===== src/rtl/serial_word_tx.sv =====
// Word-to-bit serializer: start bit, WIDTH data bits MSB first, stop bit.
// Counts completed frames; back-to-back words are taken in the STOP cycle.
module serial_word_tx #(
    parameter int WIDTH = 32
) (
    input  logic             clk,
    input  logic             rst_n,
    input  logic             in_valid,
    output logic             in_ready,
    input  logic [WIDTH-1:0] in_data,
    output logic             ser_out,
    output logic             ser_frame,
    output logic             busy,
    output logic [31:0]      frame_cnt
);
    typedef enum logic [1:0] {IDLE, START, DATA, STOP} state_t;

    localparam int CW = (WIDTH > 1) ? $clog2(WIDTH) : 1;
    localparam logic [CW-1:0] LAST = CW'(WIDTH - 1);

    state_t           state, state_nxt;
    logic [WIDTH-1:0] sreg, sreg_nxt;
    logic [CW-1:0]    bcnt, bcnt_nxt;
    logic             ser_out_nxt, ser_frame_nxt, busy_nxt;
    logic             accept;

    // in_ready depends on state only, so upstream may gate valid on it freely
    assign in_ready = (state == IDLE) || (state == STOP);
    assign accept   = in_valid && in_ready;

    always_ff @(posedge clk or negedge rst_n) begin
        if (!rst_n) begin
            state     <= IDLE;
            sreg      <= '0;
            bcnt      <= '0;
            ser_out   <= 1'b0;
            ser_frame <= 1'b0;
            busy      <= 1'b0;
            frame_cnt <= '0;
        end else begin
            state     <= state_nxt;
            sreg      <= sreg_nxt;
            bcnt      <= bcnt_nxt;
            ser_out   <= ser_out_nxt;
            ser_frame <= ser_frame_nxt;
            busy      <= busy_nxt;
            if (state == STOP)
                frame_cnt <= frame_cnt + 32'd1;
        end
    end

    always_comb begin
        state_nxt = state;
        sreg_nxt  = sreg;
        bcnt_nxt  = bcnt;
        case (state)
            IDLE: begin
                if (accept) begin
                    sreg_nxt  = in_data;
                    state_nxt = START;
                end
            end
            START: begin
                bcnt_nxt  = '0;
                state_nxt = DATA;
            end
            DATA: begin
                sreg_nxt = {sreg[WIDTH-2:0], 1'b0};
                bcnt_nxt = bcnt + CW'(1);
                if (bcnt == LAST)
                    state_nxt = STOP;
            end
            STOP: begin
                if (accept) begin
                    sreg_nxt  = in_data;
                    state_nxt = START;
                end else begin
                    state_nxt = IDLE;
                end
            end
            default: state_nxt = IDLE;
        endcase
    end

    // Outputs are registered, so decode them from the state being entered
    always_comb begin
        ser_out_nxt   = 1'b0;
        ser_frame_nxt = 1'b0;
        busy_nxt      = 1'b0;
        case (state_nxt)
            START: begin
                ser_out_nxt = 1'b1;
                busy_nxt    = 1'b1;
            end
            DATA: begin
                ser_out_nxt   = sreg_nxt[WIDTH-1];
                ser_frame_nxt = 1'b1;
                busy_nxt      = 1'b1;
            end
            STOP:    busy_nxt = 1'b1;
            default: ;
        endcase
    end
endmodule


===== config.mk =====
export PLATFORM = sky130hd
export DESIGN_NAME = serial_word_tx
export DESIGN_NICKNAME = d
export VERILOG_FILES = /design/src/rtl/serial_word_tx.sv
export SDC_FILE = /design/constraint.sdc
export NUM_CORES = 1
export LEC_CHECK = 0
export ABC_CLOCK_PERIOD_IN_PS = 2100
export BUFFER_PORTS_ARGS = -buffer_cell sky130_fd_sc_hd__clkbuf_2
export CORE_MARGIN = 2
export CORE_UTILIZATION = 49
export CTS_CLUSTER_SIZE = 12
export DETAILED_ROUTE_END_ITERATION = 6
export PLACE_DENSITY = 0.75
export SETUP_SLACK_MARGIN = 0.5
export SLEW_MARGIN = 20
export SYNTH_ARGS = -nofsm -noshare
export SYNTH_HDL_FRONTEND = slang
export SYNTH_SLANG_ARGS = --single-unit

===== constraint.sdc =====
create_clock -name clk -period 2.1 [get_ports clk]
set_input_delay 0.42 -clock clk [delete_from_list [all_inputs] [get_ports clk]]
set_output_delay 0.42 -clock clk [all_outputs]
set_load 0.005 [all_outputs]

* Yosys cells after proc, flatten, opt, wreduce, memory -nomap -nowiden
Index checks and enable logic that the tools add are counted.
** Cells by class
- $add $sub $neg :: 2
- Eq/ne operators :: 8
- Muxes and demuxes :: 10
- Reductions and logical operators :: 8
** Operator list (number)
- $pmux 32 s2 :: 1
- $add 32x1->32 const B :: 1
- $mux 32 :: 1
- $pmux 5 s2 :: 1
- $eq 2x2->1 const B :: 4
- $pmux 2 s4 :: 1
- $add 5x1->5 const B :: 1
- $eq 5x5->1 const B :: 1
- $eq 2x1->1 const B :: 2
- $mux 2 :: 2
- $reduce_bool 2->1 :: 2
- $mux 1 :: 3
- $reduce_or 3->1 :: 1
- $logic_not 2->1 :: 1
- $ne 2x1->1 const B :: 1
- $pmux 1 s2 :: 1
- $reduce_and 2->1 :: 1
- $reduce_or 2->1 :: 1
- $logic_and 1x1->1 :: 1
- $logic_or 1x1->1 :: 1
** Word-level totals
- Flip-flop bits (word level) :: 74
- Output and inout port bits :: 36
- Word-level logic and storage cells :: 36

* Depth between registers and ports, before layout
Gate-level depths: netlist (run 1).
- Depth after elaboration :: 8
- Gate-level depth with buffers :: 10
- Depth with buffers taken out :: 8

* Least setup slack after synthesis (run 1)
No wires, ideal clock.
- Kind :: register -> register
- Start :: register state[0]
- End :: register ser_out
- Setup time :: 0.119 ns
- Arrival time :: 1.852 ns
- Slack :: 0.129 ns
- Cell stages (with the launch flop) :: 11
- Clock period less this slack :: 1.971 ns
- Cells stage by stage :: dfrtp_1 -> inv_1 -> ha_1 -> buf_2 -> nor2b_1 -> buf_2 -> o21ai_0 -> and3_1 -> ha_1 -> a21boi_1 -> o21a_1
** On the way
- Cells in the longest elaborated chain, start to end :: 7
** Ends and longest elaborated chain
- start, declared :: RTL line 21 : state_t state, state_nxt;
- start signal, assigned :: RTL line 41 : state <= state_nxt;
- $eq 2x2->1 / $logic_not 2->1 (equally long branches) :: RTL line 28, 56
- $logic_or 1x1->1 :: RTL line 28 : assign in_ready = (state == IDLE) || (state == STOP);
- $logic_and 1x1->1 :: RTL line 29 : assign accept = in_valid && in_ready;
- $mux 2 :: RTL line 58 : if (accept) begin
- $pmux 2 s4 * :: RTL line 56 : case (state)
- net state_nxt[1] :: RTL line 21
- $eq 2x2->1 / $eq 2x1->1 (equally long branches) :: RTL line 90 : case (state_nxt)
- $pmux 1 s2 * :: RTL line 90
- net ser_out_nxt :: RTL line 24 : logic ser_out_nxt, ser_frame_nxt, busy_nxt;
- end signal, assigned :: RTL line 44 : ser_out <= ser_out_nxt;
- end, declared :: RTL line 11 : output logic ser_out,
The timed path passes the listed nets; every way through them passes the cells marked *. The select of a mux whose other input is x is not followed.
A chain may end at the register's enable or synchronous reset.

* Final worst setup path (run 1)
- Start :: register state[1]
- End :: register sreg[15]
** On the way
- Cells in the longest elaborated chain, start to end :: 5
** Ends and longest elaborated chain
- $eq 2x2->1 / $logic_not 2->1 (equally long branches) :: RTL line 28, 56
- $logic_or 1x1->1 :: RTL line 28
- $logic_and 1x1->1 :: RTL line 29
- $ne 2x1->1 (no source line)
- $reduce_and 2->1 (no source line)
- end signal, assigned :: RTL line 42 : sreg <= sreg_nxt;
- end, declared :: RTL line 22 : logic [WIDTH-1:0] sreg, sreg_nxt;
Several ways; a longest one is shown, not always the timed one.

==> results of run 1 <==
==> cell families (layout without fill, tap and decap cells) <==
| group | after synthesis | after routing | share of synthesized area [%] |
|---|---|---|---|
| adder cells (fa/ha/maj) | 10 | 10 | 3.65 |
| XOR/XNOR | 31 | 31 | 7.92 |
| multiplexers | 2 | 2 | 0.621 |
| buffers and inverters | 26 | 137 | 3.07 |
| flip-flops | 74 | 74 | 54.0 |
| AO/OA/AOI/OAI | 74 | 74 | 13.8 |
| AND/OR/NAND/NOR | 97 | 100 | 16.9 |
==> power groups by stage <==
| stage | registers, mW | clock network (mW) | logic [mW] |
|---|---|---|---|
| final | 2.15 | 1.26 | 3.28 |
| after global routing | 2.18 | 1.35 | 3.53 |
| after CTS | 2.10 | 1.30 | 2.83 |
| after detailed placement | 2.12 | 0 | 1.86 |
| after global placement | 2.11 | 0 | 1.80 |
| after floorplan | 2.06 | 0 | 1.44 |
==> final timing paths <==
check	startpoint	end	slack (ns)	depth (start not counted)
max in group asynchronous	rst_n	state[0]	1.54	2
hold / removal	rst_n	frame_cnt[8]	0.02	1
setup reg to reg	state[1]	sreg[15]	0.33	10
hold reg to reg	frame_cnt[31]	frame_cnt[31]	0.48	1
setup / recovery	state[1]	sreg[15]	0.33	10
min in group clk	in_data[0]	sreg[0]	0.33	2
==> timing repair <==
action                                 in CTS  in global routing
setup endpoints to repair                  57                 58
pin swaps                                  23                 24
resized for setup                          44                 39
buffers inserted                           21                 10
hold buffers                                0                  0
endpoints found under the hold margin       0                  0
cloned                                      5                  0
==> metrics by stage <==
stage               hold slack, ns  area, sq um  util [%]  cells  setup slack (ns)
detailed placement           0.418         3940      57.9    472             0.178
global route                0.0396         4820      70.9    524             0.298
global placement             0.403         3940      57.9    472             0.215
finish                      0.0184         4820      70.9    524             0.331
floorplan                    0.124         3470         -    314             0.251
CTS                         0.0183         4590      67.6    514             0.347
==> registers in the layout, summed over array words and instances (netlist names) <==
register,flops
bcnt,5
ser_frame,1
frame_cnt,32
state,2
sreg,32
ser_out,1
busy,1
==> cell usage after synthesis (all sizes together), types with 6 or more instances <==
master,count
dfrtp,74
nand2,45
o21ai,36
a22oi,30
xnor2,24
nand3,13
nand4,11
ha,10
inv,10
clkbuf,9
and3,7
buf,7
xor2,7
nor4,6
==> cell type report <==
| cell class | instances | area, sq um | area share, % |
|---|---|---|---|
| Sequential cell | 74 | 1850 | 38.5 |
| Timing Repair Buffer | 111 | 785 | 16.3 |
| Clock inverter | 6 | 88.8 | 1.84 |
| Multi-Input combinational cell | 217 | 1790 | 37.2 |
| Inverter | 10 | 40.0 | 0.831 |
| Clock buffer | 10 | 138 | 2.86 |
| Tap cell | 96 | 120 | 2.49 |
==> critical path, stage by stage (launching register included) <==
cell and delay (ns):
dfrtp_1 0.40, inv_2 0.07, ha_4 0.27, buf_6 0.12, buf_6 0.12, a21oi_4 0.19
buf_6 0.16, buf_6 0.10, buf_8 0.10, nand2_1 0.09, o21ai_2 0.08
==> metal layers <==
layer	vias to the layer above	track usage (%)	wire length [microns]
li1	1341	-	-
met1	1418	26.7	3380
met2	93	38.4	4600
met3	12	6.50	438
met4	0	8.39	134
met5	-	0	0
==> impl_metrics.ini, run 1 <==
[run_status]
status = complete, no violations

[finish]
final_cell_mix = dfrtp_1 (72), clkbuf_2 (69), nand2_1 (40)
nets = 468
diodes = 0
drive_above_1_share_pct = 46.3
syn_to_final_growth_pct = 40.6
fillers = 482
final_common_cell = dfrtp_1

[pwr]
p_total_mw = 6.69
p_int_mw = 4.13
peakVddDrop_v = 0.000957
p_seq_share_pct = 32.1
p_comb_share_pct = 49.0
sw_frac_of_total_pct = 38.3
p_switching_mw = 2.56
p_leak_nw = 2.38
p_per_area_nw_per_um2 = 1390
clkPwrFrac_pct = 18.9

[clocking]
cts-root-buf = clkbuf_8
clk_path_buf_depth = 2
htreeDepth = 3
cts_buffers = 9
cts.sinks = 74
clk_pin_slew_ns = 0.08
cts_tree = built
clk_latency_ns = 0.36

[worst_setup_path]
cp.arrival_ns = 2.05
worstPathMaxFanout = 5
crit_path_end_kind = flop
required_ns = 2.38
crit_path_start_kind = flop
crit_type = reg2reg

[die]
pin_count = 71
core_sq_um = 6790
die_h_microns = 87.6
initial_core_util_pct = 50.4
die_x_microns = 87.6
rows = 30
die-area_sq_um = 7680

[logic_synthesis]
synth_ff_type = dfrtp_1
yosysTopAreaCell = dfrtp_1
synth_edf_count = 0
netlist_top_cells_area = dfrtp_1 (54%), a22oi_1 (6.6%), xnor2_1 (6.1%)
yosys_warnings = 0
ys_seq_elements = 74
synth_area_sq_um = 3430
ys_async_sr_fraction_pct = 100
ys_seq_area_share_pct = 54.0
syn_inst = 314
synth_top_area_share_pct = 54.0
synth_fp_nets = 359
avgSynthCellArea_sq_um = 10.9
ys_types = 39

[drt]
dr.pass1.iters = 4
drtIter0Drc = 124
wl_per_cell_microns = 16.3
wl_mm = 8.55
drc = 0
ant_nets = 0
vias = 2864
via_per_inst = 5.47

[run]
drv_cap = 0

[timing]
finClkSkew_ns = 0.0113
fin_crit_sh_pct = 84.2
setup-tns-final_ns = 0
fmax_mhz = 565
finalSetupViolations = 0
worst_slew_pin_slew_ns = 0.500
slew_headroom_pct = 66.7
drv_slew = 0
min_period_ns = 1.77
rsz0062_at_grt = yes
finalHoldViolCount = 0

[hold_path]
hold_path_class = in2async

[global_routing]
grt_pass1_vias = 2759
antenna_found_initial = 0
grt_max_degree = 30
grt_pass1_wl_mm = 13.3
track_usage_pct = 22.4
overflow = 0

[placed_design]
gp_congestion = 0.795
hpwl_mm = 4.84
portBuffers = 70
Note: power is estimated with default switching activity, not from simulation.
==> run 2, diff against run 1 <==
--- a/config.mk
+++ b/config.mk
@@ -5,7 +5,7 @@
 export SDC_FILE = /design/constraint.sdc
 export NUM_CORES = 1
 export LEC_CHECK = 0
-export ABC_CLOCK_PERIOD_IN_PS = 2100
+export ABC_CLOCK_PERIOD_IN_PS = 1500
 export BUFFER_PORTS_ARGS = -buffer_cell sky130_fd_sc_hd__clkbuf_2
 export CORE_MARGIN = 2
 export CORE_UTILIZATION = 49
==> constraint.sdc (replaced) <==
create_clock -name clk -period 1.5 [get_ports clk]
set_input_delay 0.3 -clock clk [delete_from_list [all_inputs] [get_ports clk]]
set_output_delay 0.3 -clock clk [all_outputs]
set_load 0.005 [all_outputs]
==> run 2 against run 1 <==
  * The run now ends with setup timing left
  * Cell area increased by 12%
  * Utilization increased by 8.6 points
  * Register-to-register slack got worse by 0.54 ns
  * Total power increased by 48%
  * Clock skew decreased by 0.00094 ns
  * Worst setup slack got worse by 0.54 ns
  * Non-clock buffer count increased by 53
  * Maximum frequency increased by 3.3%
  * Critical path type unchanged
  * Critical endpoint is now ser_out
  * Largest cell class unchanged
  * Largest power group unchanged
  * Highest routed layer unchanged
==> impl_metrics.ini, run 2 (synthesis gave the netlist of run 1 again) <==
[run_status]
status = finished with violations
violations = setup timing

[timing]
fin_crit_sh_pct = 114
finalHoldViolCount = 0
min_period_ns = 1.71
finalSetupViolations = 47
drv_slew = 0
worst_slew_pin_slew_ns = 0.397
slew_headroom_pct = 73.6
finClkSkew_ns = 0.0103
fmax_mhz = 584
rsz0062_at_grt = yes
hold_ws_ns = 0.221
setup_slack_ns = -0.213

[placed_design]
portBuffers = 70
dpl_cell_area_sq_um = 4260
dp_slack_ns = -0.239
hpwl_mm = 5.15
post-place-cells = 507
gp_congestion = 0.791

[run]
drv_cap = 0

[global_routing]
grt_pass1_wl_mm = 13.4
grt_max_degree = 75
grt_pass1_vias = 2956
antenna_found_initial = 0
track_usage_pct = 22.5
overflow = 0

[finish]
diodes = 0
fillers = 388
final_common_cell = dfrtp_1
ff_latch_area_sq_um = 1860
fin_area_sq_um = 5400
nets = 521
fin_cells = 577
syn_to_final_growth_pct = 57.7
drive_above_1_share_pct = 53.6
reg_top3 = frame_cnt: 32 flops, sreg: 32 flops, bcnt: 5 flops
multiInputGateArea_sq_um = 1820
final_cell_mix = dfrtp_1 (71), buf_4 (60), clkbuf_2 (48)

[clocking]
cts.sinks = 74
clk_pin_slew_ns = 0.08
cts_tree = built
clk_path_buf_depth = 2
cts-root-buf = clkbuf_8
htreeDepth = 3
clk_latency_ns = 0.35
cts_buffers = 9

[drt]
wl_per_cell_microns = 16.7
dr.pass1.iters = 4
wl_met2_mm = 5.07
ant_nets = 0
vias = 3088
met1_length_mm = 3.91
wl_met3_microns = 511
drc = 0
top_layer = met4
via_per_inst = 5.35
wl_mm = 9.64
drtIter0Drc = 96

[pwr]
p_per_area_nw_per_um2 = 1840
peakVddDrop_v = 0.00144
p_total_mw = 9.93
p_leak_nw = 2.70

[worst_setup_path]
crit_path_start_kind = flop
worstPathMaxFanout = 3
cp.arrival_ns = 1.95
crit_path_end_kind = flop
required_ns = 1.74
crit_type = reg2reg

[die]
die_h_microns = 87.6
rows = 30
initial_core_util_pct = 50.4
core_sq_um = 6790
pin_count = 71
die_x_microns = 87.6
die-area_sq_um = 7680

[hold_path]
hold_path_class = in2reg
==> run 2: cell count changes in the layout (fill, tap and decap cells not counted), sizes merged <==
cell         before  now
buf              42  113
clkinv            1    2
dlygate4sd3       0    1
clkinvlp          2    1
clkbuf           79   61
inv              11   10
==> run 2: timing repair <==
action | in CTS | in global routing
buffers inserted | 30 | 18
hold endpoints to repair | 67 | 0
endpoints found under the setup margin | 109 | 110
cloned | 2 | 3
hold buffers | 1 | 0
gates resized for setup | 37 | 86
pin swaps | 4 | 19
==> run 2: path summary, 6_finish.rpt <==
check / start / to / slack [ns] / depth (start not counted)
min: in_data[6] / sreg[6] / 0.22 / 3
min in group asynchronous: rst_n / frame_cnt[7] / 0.48 / 3
max: state[0] / ser_out / -0.21 / 8
max in group asynchronous: rst_n / bcnt[2] / 0.67 / 3
max reg2reg: state[0] / ser_out / -0.21 / 8
min reg2reg: sreg[27] / sreg[27] / 0.48 / 2
==> run 2: power by group <==
part	switching [mW]	total (mW)	internal (mW)	leakage (nW)
Combinational	2.55	5.21	2.65	1.60
Sequential	0.431	3.01	2.58	0.994
Clock	0.736	1.71	0.977	0.109
==> run 2: cell type report <==
type                            instances  share of cell area [%]
Sequential cell                        74                    34.3
Multi-Input combinational cell        217                    33.7
Timing Repair Buffer                  164                    24.9
Inverter                               10                   0.787
Clock buffer                           11                    2.62
Tap cell                               96                    2.22
Clock inverter                          5                    1.44
==> run 2: per-layer routing <==
metal | track usage [%] | up-vias
met4 | 7.13 | 0
met2 | 37.6 | 99
met3 | 6.50 | 15
met1 | 28.1 | 1528
met5 | 0 | -
li1 | - | 1446
==> run 2: stage by stage <==
step           utilization (%)  TNS (ns)
2_1_floorplan                -     -5.68
3_5_place_dp              62.8     -8.77
5_1_grt                   79.5     -9.96
6_report                  79.5     -5.38
4_1_cts                   71.7     -4.39
3_3_place_gp              62.8     -6.47
==> run 2: critical path, cell delays in order (launching register included) <==
cell	delay [ns]
dfrtp_1	0.41
inv_2	0.10
ha_4	0.22
nor2b_4	0.15
o21ai_1	0.08
and3_4	0.17
ha_4	0.16
a21boi_2	0.15
o21a_1	0.17
==> run 3, diff against run 2 <==
--- a/config.mk
+++ b/config.mk
@@ -11,7 +11,10 @@
 export CORE_UTILIZATION = 49
 export CTS_CLUSTER_SIZE = 12
 export DETAILED_ROUTE_END_ITERATION = 6
+export GPL_TIMING_DRIVEN = 1
+export HOLD_SLACK_MARGIN = 0.15
 export PLACE_DENSITY = 0.75
+export RECOVER_POWER = 25
 export SETUP_SLACK_MARGIN = 0.5
 export SLEW_MARGIN = 20
 export SYNTH_ARGS = -nofsm -noshare
==> run 3 against run 2 <==
  * The flow still finishes with violations (setup timing)
  * Clock skew is essentially flat
  * Clock power barely moved
  * Combinational power is essentially flat
==> impl_metrics.ini, run 3 (synthesis gave the netlist of run 1 again) <==
[run_status]
status = finished with violations
violations = setup timing

[finish]
fin_area_sq_um = 5390
fin_cells = 577
nets = 521
final_cell_mix = dfrtp_1 (71), buf_4 (60), clkbuf_2 (48)
reg_top3 = frame_cnt: 32 flops, sreg: 32 flops, bcnt: 5 flops
final_common_cell = dfrtp_1
syn_to_final_growth_pct = 57.4
drive_above_1_share_pct = 53.4
diodes = 0
final_util_pct = 79.4

[worst_setup_path]
cpPeakStageDelay_ns = 0.41
cp_common_cell = ha_4
required_ns = 1.74
cp.arrival_ns = 1.95
crit_type = reg2reg
crit_path_start_kind = flop
crit_buf_inv = 1
critPathTopFamily = flip-flops
crit_chain = inv_2 > ha_4 > nor2b_4 > o21ai_1 > and3_4 > ha_4 > a21boi_2 > o21a_1
crit_path_end_kind = flop
cpMaxStageDelayCell = dfrtp_1
worstPathMaxFanout = 3

[die]
die_x_microns = 87.6
pin_count = 71
core_sq_um = 6790
initial_core_util_pct = 50.4
die_h_microns = 87.6
die-area_sq_um = 7680
rows = 30

[timing]
finalHoldViolCount = 0
finClkSkew_ns = 0.0103
fin_crit_sh_pct = 114
drv_slew = 0
slew_headroom_pct = 55.6
min_period_ns = 1.71
hold_ws_ns = 0.221
rsz0062_at_grt = yes
finalSetupViolations = 48
worst_slew_pin_slew_ns = 0.666
fmax_mhz = 584
setup_slack_ns = -0.213

[drt]
wl_per_cell_microns = 16.8
top_layer = met4
drtIter0Drc = 96
ant_nets = 0
wl_met2_mm = 5.07
wl_met3_microns = 512
drc = 0
via_per_inst = 5.36
dr.pass1.iters = 4
met1_length_mm = 3.94
vias = 3095
wl_mm = 9.67

[clocking]
cts_tree = built
clk_latency_ns = 0.35
cts.sinks = 74
cts_buffers = 9
clk_pin_slew_ns = 0.08
cts-root-buf = clkbuf_8
htreeDepth = 3
clk_path_buf_depth = 2

[placed_design]
dpl_cell_area_sq_um = 4260
post-place-cells = 507
portBuffers = 70
gp_congestion = 0.791
hpwl_mm = 5.15

[global_routing]
grt_pass1_wl_mm = 13.4
grt_max_degree = 75
antenna_found_initial = 0
track_usage_pct = 22.5
overflow = 0
grt_pass1_vias = 2956

[pwr]
p_leak_nw = 2.69
p_per_area_nw_per_um2 = 1840
p_total_mw = 9.93
peakVddDrop_v = 0.00144

[run]
drv_cap = 0

[hold_path]
hold_path_class = in2reg
==> run 3: changes by cell type in the layout (fill, tap and decap cells not counted) <==
cell / change
buf_12: -1
buf_2: -1
buf_6: +1
clkbuf_1: +1
==> run 3: metal layers <==
layer  track usage [%]  vias to the layer above
met1              28.1                     1535
li1                  -                     1445
met4              7.13                        0
met2              37.6                       98
met3              6.50                       17
met5                 0                        -
==> run 3: worst paths after layout <==
check | from | slack, ns | to | depth (start not counted)
min in group asynchronous | rst_n | 0.60 | frame_cnt[7] | 3
worst max-delay path | state[0] | -0.21 | ser_out | 8
max in group asynchronous | rst_n | 0.41 | frame_cnt[2] | 3
worst max register to register | state[0] | -0.21 | ser_out | 8
worst min register to register | sreg[22] | 0.48 | sreg[22] | 2
worst min-delay path | in_data[6] | 0.22 | sreg[6] | 3
==> run 3: cell type report <==
cell class	count	area [sq um]
sequential	74	1860
multi-input combinational	217	1820
fill	392	1400
timing repair buffer	164	1330
clock buffer	11	141
tap	96	120
clock inverter	5	77.6
inverter	10	42.5
==> run 3: where the power goes <==
group | internal [mW] | switching (mW)
clock | 0.977 | 0.736
combinational | 2.65 | 2.56
sequential | 2.58 | 0.432
total | 6.21 | 3.73
==> run 3: worst min-delay path, cell delays in order <==
cell      delay [ns]
clkbuf_2        0.09
a22oi_2         0.06
o21ai_2         0.10
==> run 3: what timing repair did <==
action,4_1_cts,5_1_grt
setup buffers,30,18
hold endpoints to repair,74,0
pin swaps,4,19
hold buffers,1,0
setup endpoints to repair,109,110
cloned,2,3
gates resized for setup,37,86
==> run 3: through the flow <==
stage | TNS (ns) | setup WS [ns]
after floorplan | -5.68 | -0.346
after global routing | -9.96 | -0.295
final | -5.43 | -0.213
after detailed placement | -8.77 | -0.239
after global placement | -6.47 | -0.173
after CTS | -4.39 | -0.166
